$ cat src/rtl/mito_seq_if.sv
// mito_seq_if: groups the source handshake, buffer write strobes, window marker
// and MAC result tag into one bundle for the convolution sequencer.
//
// Handshake rule: a source beat transfers on a rising clk edge exactly when
// src_valid and src_ready are both 1. The source may raise or drop src_valid
// at will. The controller never qualifies src_ready on src_valid. Every buffer
// strobe (wgt_read, bias_read, ifm_read) is asserted only in a transfer cycle.
//
// Signals
//   src_valid   source -> ctrl   beat available (weight, bias or IFM column)
//   src_ready   ctrl -> source   controller accepts a beat this cycle
//   wgt_read    ctrl -> dp       weight buffer write strobe
//   bias_read   ctrl -> dp       bias buffer write strobe
//   ifm_read    ctrl -> dp       one-hot IFM column-slot write strobe
//   win_valid   ctrl -> dp       3x3 window complete, MAC may fire
//   win_oldest  ctrl -> dp       slot index of the oldest column in the window
//   ofm_valid   ctrl -> dp       MAC result valid
//   ofm_row     ctrl -> dp       output row of the current result
//   ofm_col     ctrl -> dp       output column of the current result
// Modports: master = sequencer side, slave = source/datapath side.
interface mito_seq_if #(
  parameter int DIM_W = 8
);
  logic             src_valid;
  logic             src_ready;
  logic             wgt_read;
  logic             bias_read;
  logic [2:0]       ifm_read;
  logic             win_valid;
  logic [1:0]       win_oldest;
  logic             ofm_valid;
  logic [DIM_W-1:0] ofm_row;
  logic [DIM_W-1:0] ofm_col;

  modport master (
    input  src_valid,
    output src_ready, wgt_read, bias_read, ifm_read,
    output win_valid, win_oldest, ofm_valid, ofm_row, ofm_col
  );

  modport slave (
    output src_valid,
    input  src_ready, wgt_read, bias_read, ifm_read,
    input  win_valid, win_oldest, ofm_valid, ofm_row, ofm_col
  );
endinterface

$ cat src/rtl/mito_seq_ctrl.sv
// mito_seq_ctrl: sequencer for the 3x3 convolution datapath.
// It loads 3 weight beats and 1 bias beat. It then streams IFM column beats
// (3 rows each) into a 3-slot rotating column buffer. It marks each complete
// 3x3 window for the MAC array and tags the MAC results with their output
// row and column after a fixed MAC latency.
//
// Ports
//   clk           rising-edge clock
//   rst           synchronous active-high reset
//   start_i       job start pulse, honoured only while idle
//   cfg_ifm_w_i   IFM width in columns, latched on an accepted start
//   cfg_ifm_h_i   IFM height in rows, latched on an accepted start
//   bus           mito_seq_if master: source handshake, strobes, window, result
//   busy_o        job in progress
//   done_o        one-cycle pulse when the job's last result has left
//   err_cfg_o     one-cycle pulse when a start is rejected (w<3 or h<3)
//   dbg_state_o   current FSM state encoding
module mito_seq_ctrl #(
  parameter int DIM_W   = 8,
  parameter int MAC_LAT = 3
) (
  input  logic             clk,
  input  logic             rst,
  input  logic             start_i,
  input  logic [DIM_W-1:0] cfg_ifm_w_i,
  input  logic [DIM_W-1:0] cfg_ifm_h_i,
  mito_seq_if.master       bus,
  output logic             busy_o,
  output logic             done_o,
  output logic             err_cfg_o,
  output logic [2:0]       dbg_state_o
);

  typedef enum logic [2:0] {
    S_IDLE    = 3'd0,
    S_LD_WGT  = 3'd1,
    S_LD_BIAS = 3'd2,
    S_STREAM  = 3'd3,
    S_DRAIN   = 3'd4
  } state_t;

  localparam logic [DIM_W-1:0] C1 = DIM_W'(1);
  localparam logic [DIM_W-1:0] C2 = DIM_W'(2);
  localparam logic [DIM_W-1:0] C3 = DIM_W'(3);

  state_t           state_q, state_d;
  logic [DIM_W-1:0] w_q, w_d, h_q, h_d;
  logic [1:0]       wcnt_q, wcnt_d;
  logic [DIM_W-1:0] col_q, col_d, pass_q, pass_d;
  logic [1:0]       slot_q, slot_d;

  logic             win_valid_q, win_valid_d;
  logic [1:0]       win_oldest_q, win_oldest_d;
  logic [DIM_W-1:0] win_row_q, win_row_d, win_col_q, win_col_d;

  logic             done_q, done_d;
  logic             err_q, err_d;

  // Fixed-length delay line that models the MAC latency. It shifts every
  // cycle, stalls included, so results keep their latency to win_valid.
  logic             pipe_v_q [MAC_LAT];
  logic [DIM_W-1:0] pipe_r_q [MAC_LAT];
  logic [DIM_W-1:0] pipe_c_q [MAC_LAT];

  logic             src_ready;
  logic             wgt_read;
  logic             bias_read;
  logic [2:0]       ifm_read;
  logic             ofm_valid;
  logic [DIM_W-1:0] ofm_row, ofm_col;

  assign ofm_valid = pipe_v_q[MAC_LAT-1];
  assign ofm_row   = pipe_r_q[MAC_LAT-1];
  assign ofm_col   = pipe_c_q[MAC_LAT-1];

  always_comb begin
    state_d      = state_q;
    w_d          = w_q;
    h_d          = h_q;
    wcnt_d       = wcnt_q;
    col_d        = col_q;
    pass_d       = pass_q;
    slot_d       = slot_q;
    win_valid_d  = 1'b0;
    win_oldest_d = 2'd0;
    win_row_d    = '0;
    win_col_d    = '0;
    done_d       = 1'b0;
    err_d        = 1'b0;
    src_ready    = 1'b0;
    wgt_read     = 1'b0;
    bias_read    = 1'b0;
    ifm_read     = 3'b000;

    case (state_q)
      S_IDLE: begin
        if (start_i) begin
          if ((cfg_ifm_w_i < C3) || (cfg_ifm_h_i < C3)) begin
            err_d = 1'b1;
          end else begin
            w_d     = cfg_ifm_w_i;
            h_d     = cfg_ifm_h_i;
            wcnt_d  = 2'd0;
            col_d   = '0;
            pass_d  = '0;
            slot_d  = 2'd0;
            state_d = S_LD_WGT;
          end
        end
      end

      S_LD_WGT: begin
        src_ready = 1'b1;
        wgt_read  = bus.src_valid;
        if (bus.src_valid) begin
          if (wcnt_q == 2'd2) begin
            wcnt_d  = 2'd0;
            state_d = S_LD_BIAS;
          end else begin
            wcnt_d = wcnt_q + 2'd1;
          end
        end
      end

      S_LD_BIAS: begin
        src_ready = 1'b1;
        bias_read = bus.src_valid;
        if (bus.src_valid) begin
          state_d = S_STREAM;
        end
      end

      S_STREAM: begin
        src_ready = 1'b1;
        if (bus.src_valid) begin
          ifm_read = 3'b001 << slot_q;
          // The third column of a pass completes the first window. From then
          // on each column completes one more. The oldest column sits in the
          // slot after the one just written.
          if (col_q >= C2) begin
            win_valid_d  = 1'b1;
            win_oldest_d = (slot_q == 2'd2) ? 2'd0 : slot_q + 2'd1;
            win_row_d    = pass_q;
            win_col_d    = col_q - C2;
          end
          if (col_q == w_q - C1) begin
            col_d  = '0;
            slot_d = 2'd0;
            if (pass_q == h_q - C3) begin
              state_d = S_DRAIN;
            end else begin
              pass_d = pass_q + C1;
            end
          end else begin
            col_d  = col_q + C1;
            slot_d = (slot_q == 2'd2) ? 2'd0 : slot_q + 2'd1;
          end
        end
      end

      S_DRAIN: begin
        // Only this job's results can be in flight, so the last raster tag
        // identifies the final result.
        if (ofm_valid && (ofm_row == h_q - C3) && (ofm_col == w_q - C3)) begin
          done_d  = 1'b1;
          state_d = S_IDLE;
        end
      end

      default: begin
        state_d = S_IDLE;
      end
    endcase
  end

  always_ff @(posedge clk) begin
    if (rst) begin
      state_q      <= S_IDLE;
      w_q          <= '0;
      h_q          <= '0;
      wcnt_q       <= 2'd0;
      col_q        <= '0;
      pass_q       <= '0;
      slot_q       <= 2'd0;
      win_valid_q  <= 1'b0;
      win_oldest_q <= 2'd0;
      win_row_q    <= '0;
      win_col_q    <= '0;
      done_q       <= 1'b0;
      err_q        <= 1'b0;
    end else begin
      state_q      <= state_d;
      w_q          <= w_d;
      h_q          <= h_d;
      wcnt_q       <= wcnt_d;
      col_q        <= col_d;
      pass_q       <= pass_d;
      slot_q       <= slot_d;
      win_valid_q  <= win_valid_d;
      win_oldest_q <= win_oldest_d;
      win_row_q    <= win_row_d;
      win_col_q    <= win_col_d;
      done_q       <= done_d;
      err_q        <= err_d;
    end
  end

  always_ff @(posedge clk) begin
    if (rst) begin
      for (int i = 0; i < MAC_LAT; i++) begin
        pipe_v_q[i] <= 1'b0;
        pipe_r_q[i] <= '0;
        pipe_c_q[i] <= '0;
      end
    end else begin
      pipe_v_q[0] <= win_valid_q;
      pipe_r_q[0] <= win_row_q;
      pipe_c_q[0] <= win_col_q;
      for (int i = 1; i < MAC_LAT; i++) begin
        pipe_v_q[i] <= pipe_v_q[i-1];
        pipe_r_q[i] <= pipe_r_q[i-1];
        pipe_c_q[i] <= pipe_c_q[i-1];
      end
    end
  end

  assign bus.src_ready  = src_ready;
  assign bus.wgt_read   = wgt_read;
  assign bus.bias_read  = bias_read;
  assign bus.ifm_read   = ifm_read;
  assign bus.win_valid  = win_valid_q;
  assign bus.win_oldest = win_oldest_q;
  assign bus.ofm_valid  = ofm_valid;
  assign bus.ofm_row    = ofm_row;
  assign bus.ofm_col    = ofm_col;

  assign busy_o      = (state_q != S_IDLE);
  assign done_o      = done_q;
  assign err_cfg_o   = err_q;
  assign dbg_state_o = state_q;

endmodule

$ cat src/flat_wrapper.sv
// flat-port wrapper written by rule: the top's interface ports become plain ports
module mito_seq_ctrl_flat 
#(
  parameter int DIM_W   = 8,
  parameter int MAC_LAT = 3
)
  (clk, rst, start_i, cfg_ifm_w_i, cfg_ifm_h_i, busy_o, done_o, err_cfg_o, dbg_state_o, bus_src_valid, bus_src_ready, bus_wgt_read, bus_bias_read, bus_ifm_read, bus_win_valid, bus_win_oldest, bus_ofm_valid, bus_ofm_row, bus_ofm_col);
  mito_seq_if #(.DIM_W(DIM_W)) bus_i ();
  input  logic clk;
  input  logic rst;
  input  logic start_i;
  input  logic [DIM_W-1:0] cfg_ifm_w_i;
  input  logic [DIM_W-1:0] cfg_ifm_h_i;
  output logic busy_o;
  output logic done_o;
  output logic err_cfg_o;
  output logic [2:0] dbg_state_o;
  input wire logic [$bits(bus_i.src_valid)-1:0] bus_src_valid;
  output wire logic [$bits(bus_i.src_ready)-1:0] bus_src_ready;
  output wire logic [$bits(bus_i.wgt_read)-1:0] bus_wgt_read;
  output wire logic [$bits(bus_i.bias_read)-1:0] bus_bias_read;
  output wire logic [$bits(bus_i.ifm_read)-1:0] bus_ifm_read;
  output wire logic [$bits(bus_i.win_valid)-1:0] bus_win_valid;
  output wire logic [$bits(bus_i.win_oldest)-1:0] bus_win_oldest;
  output wire logic [$bits(bus_i.ofm_valid)-1:0] bus_ofm_valid;
  output wire logic [$bits(bus_i.ofm_row)-1:0] bus_ofm_row;
  output wire logic [$bits(bus_i.ofm_col)-1:0] bus_ofm_col;
  assign bus_i.src_valid = bus_src_valid;
  assign bus_src_ready = bus_i.src_ready;
  assign bus_wgt_read = bus_i.wgt_read;
  assign bus_bias_read = bus_i.bias_read;
  assign bus_ifm_read = bus_i.ifm_read;
  assign bus_win_valid = bus_i.win_valid;
  assign bus_win_oldest = bus_i.win_oldest;
  assign bus_ofm_valid = bus_i.ofm_valid;
  assign bus_ofm_row = bus_i.ofm_row;
  assign bus_ofm_col = bus_i.ofm_col;
  mito_seq_ctrl #(.DIM_W(DIM_W), .MAC_LAT(MAC_LAT)) u_core (.clk(clk), .rst(rst), .start_i(start_i), .cfg_ifm_w_i(cfg_ifm_w_i), .cfg_ifm_h_i(cfg_ifm_h_i), .bus(bus_i), .busy_o(busy_o), .done_o(done_o), .err_cfg_o(err_cfg_o), .dbg_state_o(dbg_state_o));
endmodule
$ cat config.mk
export PLATFORM = sky130hd
export DESIGN_NAME = mito_seq_ctrl_flat
export DESIGN_NICKNAME = d
export VERILOG_FILES = /design/src/rtl/mito_seq_if.sv /design/src/rtl/mito_seq_ctrl.sv /design/src/flat_wrapper.sv
export SDC_FILE = /design/constraint.sdc
export NUM_CORES = 1
export LEC_CHECK = 0
export CAP_MARGIN = 10
export CORE_MARGIN = 2
export CORE_UTILIZATION = 46
export DETAILED_ROUTE_END_ITERATION = 12
export GPL_ROUTABILITY_DRIVEN = 1
export PLACE_DENSITY = 0.64
export SKIP_LAST_GASP = 1
export SLEW_MARGIN = 20
export SYNTH_ARGS = -nofsm -noshare
export SYNTH_HDL_FRONTEND = slang
export SYNTH_SLANG_ARGS = --single-unit
$ cat constraint.sdc
create_clock -name clk -period 3.5 [get_ports clk]
set_input_delay 0.7 -clock clk [delete_from_list [all_inputs] [get_ports clk]]
set_output_delay 0.7 -clock clk [all_outputs]
set_load 0.02 [all_outputs]
Word-level counts from Yosys, hierarchy flattened

Memories as Yosys holds them, arrays and structs flattened.
Index checks and enable logic that the tools add are counted.

Add/sub/neg operators: 8
Multipliers: 0
Divide/modulo/power cells: 0
Magnitude comparators: 3
Equality and inequality tests: 20
Shift-type cells: 1
Mux-type cells: 48
Bitwise operators: 16
Reduce and logical (&&, ||, !) cells: 17

Operators by type and width:

| operator                                                                | number |
|---|---|
| 8-bit two-way mux                                                       | 13 |
| 3-bit two-way mux                                                       | 11 |
| 8-bit == test                                                           | 4 |
| 8-bit one-hot mux with 2 select lines                                   | 2 |
| 8-bit by 2-bit subtractor with 8-bit output, second input constant      | 3 |
| 8-bit by 1-bit adder with 8-bit output, second input constant           | 2 |
| 8-bit by 2-bit < comparator with 1-bit output, second input constant    | 2 |
| 3-bit one-hot mux with 5 select lines                                   | 1 |
| 2-bit two-way mux                                                       | 7 |
| 1-bit two-way mux                                                       | 12 |
| 2-bit inequality test, second input constant                            | 6 |
| 1-bit bitwise OR                                                        | 9 |
| 9-bit AND reduction                                                     | 1 |
| 3-bit OR reduction                                                      | 3 |
| 8-bit by 2-bit >= comparator with 1-bit output, second input constant   | 1 |
| 2-bit by 1-bit inequality test with 1-bit output, second input constant | 4 |
| 2-bit one-hot mux with 2 select lines                                   | 2 |
| 4-bit AND reduction                                                     | 2 |
| 8-bit by 1-bit subtractor with 8-bit output, second input constant      | 1 |
| 1-bit inverter                                                          | 7 |
| 3-bit by 2-bit == test with 1-bit output, second input constant         | 2 |
| 6-bit AND reduction                                                     | 1 |
| 2-bit by 1-bit adder with 2-bit output, second input constant           | 2 |
| 2-bit == test, second input constant                                    | 2 |
| other kinds (11)                                                        | 13 |

Flip-flop bits (word level): 60
Latch bits: 0
RAM bits: 51
ROM bits: 0
Memories: 3

Memories:

| memory          | depth | bits a word | read ports | clocked after memory_dff | wr ports | RTL line            | source |
|---|---|---|---|---|---|---|---|
| u_core.pipe_c_q | 3     | 8           | 3          | 0                        | 3        | mito_seq_ctrl.sv:63 | `logic [DIM_W-1:0] pipe_c_q [MAC_LAT];` |
| u_core.pipe_r_q | 3     | 8           | 3          | 0                        | 3        | mito_seq_ctrl.sv:62 | `logic [DIM_W-1:0] pipe_r_q [MAC_LAT];` |
| u_core.pipe_v_q | 3     | 1           | 3          | 0                        | 3        | mito_seq_ctrl.sv:61 | `logic pipe_v_q [MAC_LAT];` |

Logic depth before layout (Yosys ltp)

Depth in word-level cells: 6
Mapped depth: 11

Worst setup path after synthesis

No wires, ideal clock.

Path kind: reg2reg
From: register u_core.w_q[0]
To: register u_core.pass_q[5]
Library setup time: 70 ps
Data arrival time: 2729 ps
Required time: 3430 ps
Path slack: 701 ps
Stages on the path, launching flop included: 12
Period minus slack after synthesis: 2799 ps
Cells stage by stage: dfxtp_1 clkbuf_1 inv_1 ha_1 or2_0 a2111oi_0 o21ai_1 a211oi_2 nand2_1 buf_6 or4_1 a21oi_1

Longest elaborated chain between the ends: 4

RTL lines:

| what                                                              | RTL line             | source |
|---|---|---|
| from (decl)                                                       | mito_seq_ctrl.sv:47  | `logic [DIM_W-1:0] w_q, w_d, h_q, h_d;` |
| from (signal assigned)                                            | mito_seq_ctrl.sv:193 | `w_q <= w_d;` |
| 8-bit by 1-bit subtractor with 8-bit output                       | mito_seq_ctrl.sv:146 | `if (col_q == w_q - C1) begin` |
| 8-bit == test                                                     | mito_seq_ctrl.sv:146 |  |
| 2-bit by 1-bit inequality test with 1-bit output (no source line) | n/a                  |  |
| 6-bit AND reduction (no source line)                              | n/a                  |  |
| to (signal assigned)                                              | mito_seq_ctrl.sv:197 | `pass_q <= pass_d;` |
| to (decl)                                                         | mito_seq_ctrl.sv:49  | `logic [DIM_W-1:0] col_q, col_d, pass_q, pass_d;` |

Every way passes these cells.
A chain may end at the register's enable or synchronous reset.

Worst setup path in the final report

Ends and elaborated chain as after synthesis.

==> run metrics <==
worst path cell trace inv_1, ha_1, or2_0, a2111oi_0, o21ai_1, a211oi_2, nand2_1, or4_1, a21oi_1; worst r2r src u_core.w_q[0]; first-pass GRT wire length 17.3 mm; status finished clean; M1 GR Usage 27.1%; Slew headroom 51.7%; Comb pwr share 29.0%; Core Region 10400 sq um; synthesis-to-finish area growth 13.7%; cell taking the most area after synthesis dfxtp_1; Synth cell types 61; FF-to-FF setup slack 360 ps; crit path DAT 3440 ps; met3 Track Usage GR 4.78%; clk slew on worst S/H paths 100 ps; routability cong. 0.815; vias in the first global route 3492; post-synth top area share 44.9%; row count 37; Clk Latency, worst-skew pair 370 ps; Top FF cell, synth dfxtp_1; Vert. Die Dim 108 microns; CTS hold repair buffers 0; MaxCap Viol Count 0; GR Util met2 28.4%; Pwr Total 3.01 mW; fmax 0.319 GHz; Hold EP u_core.pipe_c_q[0][18]; fraction of layout cells with a size suffix above 1 6.36%; largest net degree at the start of global routing 51; HP Class reg -> reg; Setup TNS 0 ps; Worst Clk Skew 5.88 ps; Post-Syn Instances 538; Max rail drop VDD 0.290 mV; Ant. Diodes 0; CP bufs+invs 1; final setup fails 0; asr flop ratio synth 0%; Worst Setup Start Kind flip-flop; Global Route Usage Sum 19.0%; Congestion Overflow GR 0; drt via density 5.23; crit path max fanout 13; number of DRC markers in iteration 0 177; Int Pwr 1.99 mW; IO Pins 52; Post-synth EDFFs 0; Pleak 2.15 nW; DRC 0; # nets final 589; clk buf depth 2; PortBufs 51; Antenna Nets Post-Route 0; sequential power share 48.0%; max incr delay on CP 590 ps; Crit Reg-Reg Endpoint u_core.pass_q[5]; Yosys warnings 0; crit path max-delay cell type dfxtp_1; hold path cells 1; Die W 108 microns; Die Area 11600 sq um; Final min period 3140 ps; Clock Sinks 111; utilization after layout 54.2%; Top delay family on crit path simple AND/OR/NAND/NOR gates; Final Hold Viols 0; vias post-DR 3670; clock tree from TritonCTS yes; WS Path Type reg -> reg; Critical Path RT 3800 ps; reg2reg path depth 9; setup repair after global routing missed its margin no; DR WL/cell 15.0 microns; switching share of power 33.9%; sequential-to-total area share from yosys stat 44.9%; Detail Placement HPWL 7.56 mm; antenna violations before repair 0; Syn Nets 566; max-slew violation count 0; final worst path period share 89.6%; busiest grt layer met2; setup repair bufs after CTS 0; H-tree depth 3; Tightest Pin Transition 724 ps; CP endpoint kind flip-flop; Clock power frac 23.0%; top cells by area, synth dfxtp_1 (45%), nor2b_1 (7.0%), xnor2_1 (4.8%), xor2_1 (3.9%), nor2_1 (3.6%); Mapped Area 4950 sq um; CTS root buf clkbuf_8; Initial Util 47.7%; synthesized area per cell 9.20 sq um; Routed WL 10.6 mm; First-pass DRT Iterations 4; post-cts resize count 0; min-delay src u_core.pipe_c_q[0][10]; Synth Register Bits 111; PD cells 535 nW/um^2; NetSw 1.02 mW; Num CTS Buffers 9
## registers in the layout, summed over array words and instances, names as in the netlist
name / cells
u_core.pipe_c_q: 24
u_core.dbg_state_o: 3
u_core.wcnt_q: 2
u_core.err_cfg_o: 1
u_core.slot_q: 2
u_core.win_row_q: 8
u_core.col_q: 8
u_core.pipe_v_q: 3
u_core.pass_q: 8
u_core.bus.win_valid: 1
u_core.h_q: 8
u_core.w_q: 8
u_core.done_o: 1
u_core.win_col_q: 8
u_core.bus.win_oldest: 2
u_core.pipe_r_q: 24
## worst max-delay path by stage
stage	to	slack [ps]	from	cells after the start
floorplan	u_core.pass_q[5]	700	u_core.w_q[0]	11
global placement	u_core.pass_q[3]	310	start_i	8
detailed placement	u_core.pass_q[4]	200	start_i	8
CTS	u_core.pass_q[5]	420	u_core.w_q[0]	9
global route	u_core.pass_q[5]	210	u_core.w_q[0]	9
finish	u_core.pass_q[5]	360	u_core.w_q[0]	9
## logic make-up after synthesis
logic type | share of synthesized area, %
AO/OA/AOI/OAI | 10.7
XOR/XNOR | 8.67
adder cells (fa/ha/maj) | 2.02
buffers and inverters | 6.27
flip-flops | 44.9
multiplexers | 2.83
AND/OR/NAND/NOR | 24.6
## per-layer routing
metal	wire [microns]	vias up
li1	-	1869
met1	5320	1713
met2	4570	77
met3	517	11
met4	149	0
met5	0	-
## final cells by class
class / instances / area (sq um)
fill: 973 / 4740
multi-input combinational: 363 / 2420
sequential: 111 / 2220
timing repair buffer: 62 / 588
tap: 136 / 170
clock buffer: 11 / 141
inverter: 14 / 52.6
clock inverter: 5 / 33.8
## placed cells by master (no fill, tap or decap), types with 3 or more instances in the layout
cell | synthesis | layout
nand2b_1 | 5 | 5
and2_1 | 11 | 11
clkbuf_8 | 0 | 10
nor4_1 | 5 | 5
nor3_1 | 20 | 20
dfxtp_1 | 111 | 111
o21ai_0 | 7 | 7
xor2_1 | 22 | 22
inv_1 | 13 | 13
buf_4 | 16 | 11
xnor2_1 | 27 | 27
nand4_1 | 7 | 7
nor2_1 | 48 | 48
nor2b_1 | 55 | 55
ha_1 | 8 | 8
o211ai_1 | 3 | 3
or4_1 | 8 | 8
a31oi_1 | 4 | 4
clkdlybuf4s50_1 | 0 | 50
or3_1 | 3 | 3
nand3_1 | 11 | 11
a21oi_1 | 27 | 27
nand3b_1 | 6 | 6
mux2i_1 | 14 | 14
and3_1 | 6 | 6
a2111oi_0 | 3 | 3
nor3b_1 | 4 | 4
nand2_1 | 17 | 17
o31ai_1 | 6 | 6
## stage by stage
step / cells / cell area (sq um) / setup WS, ps / hold slack [ps]
after floorplan: 538 / 4950 / 701 / 414
after global placement: 686 / 5450 / 305 / 416
after detailed placement: 686 / 5450 / 196 / 420
after CTS: 702 / 5630 / 424 / 443
after global routing: 702 / 5630 / 208 / 456
final: 702 / 5630 / 364 / 441
## cell usage after synthesis (7+ instances only)
| cell type | instances |
|---|---|
| xnor2_1 | 27 |
| ha_1 | 8 |
| nor2_1 | 48 |
| nor2b_1 | 55 |
| clkbuf_1 | 29 |
| mux2i_1 | 14 |
| inv_1 | 13 |
| nand2_1 | 17 |
| nand3_1 | 11 |
| buf_4 | 16 |
| or4_1 | 8 |
| xor2_1 | 22 |
| and2_1 | 11 |
| nor3_1 | 20 |
| dfxtp_1 | 111 |
| a21oi_1 | 27 |
| nand4_1 | 7 |
| o21ai_0 | 7 |
## worst register-to-register path: stages, from the launching register on
cell	delay [ps]
dfxtp_1	590
inv_1	140
ha_1	310
or2_0	230
a2111oi_0	370
o21ai_1	170
a211oi_2	240
nand2_1	270
or4_1	580
a21oi_1	170
## power by group through the flow
stage,clock [mW],sequential [mW],combinational [mW]
6_report,0.693,1.45,0.872
5_1_grt,0.762,1.46,0.971
3_3_place_gp,0,1.47,0.851
4_1_cts,0.717,1.44,0.875
2_1_floorplan,0,1.40,0.697
3_5_place_dp,0,1.47,0.868
Power figures use the tool's default switching activity.
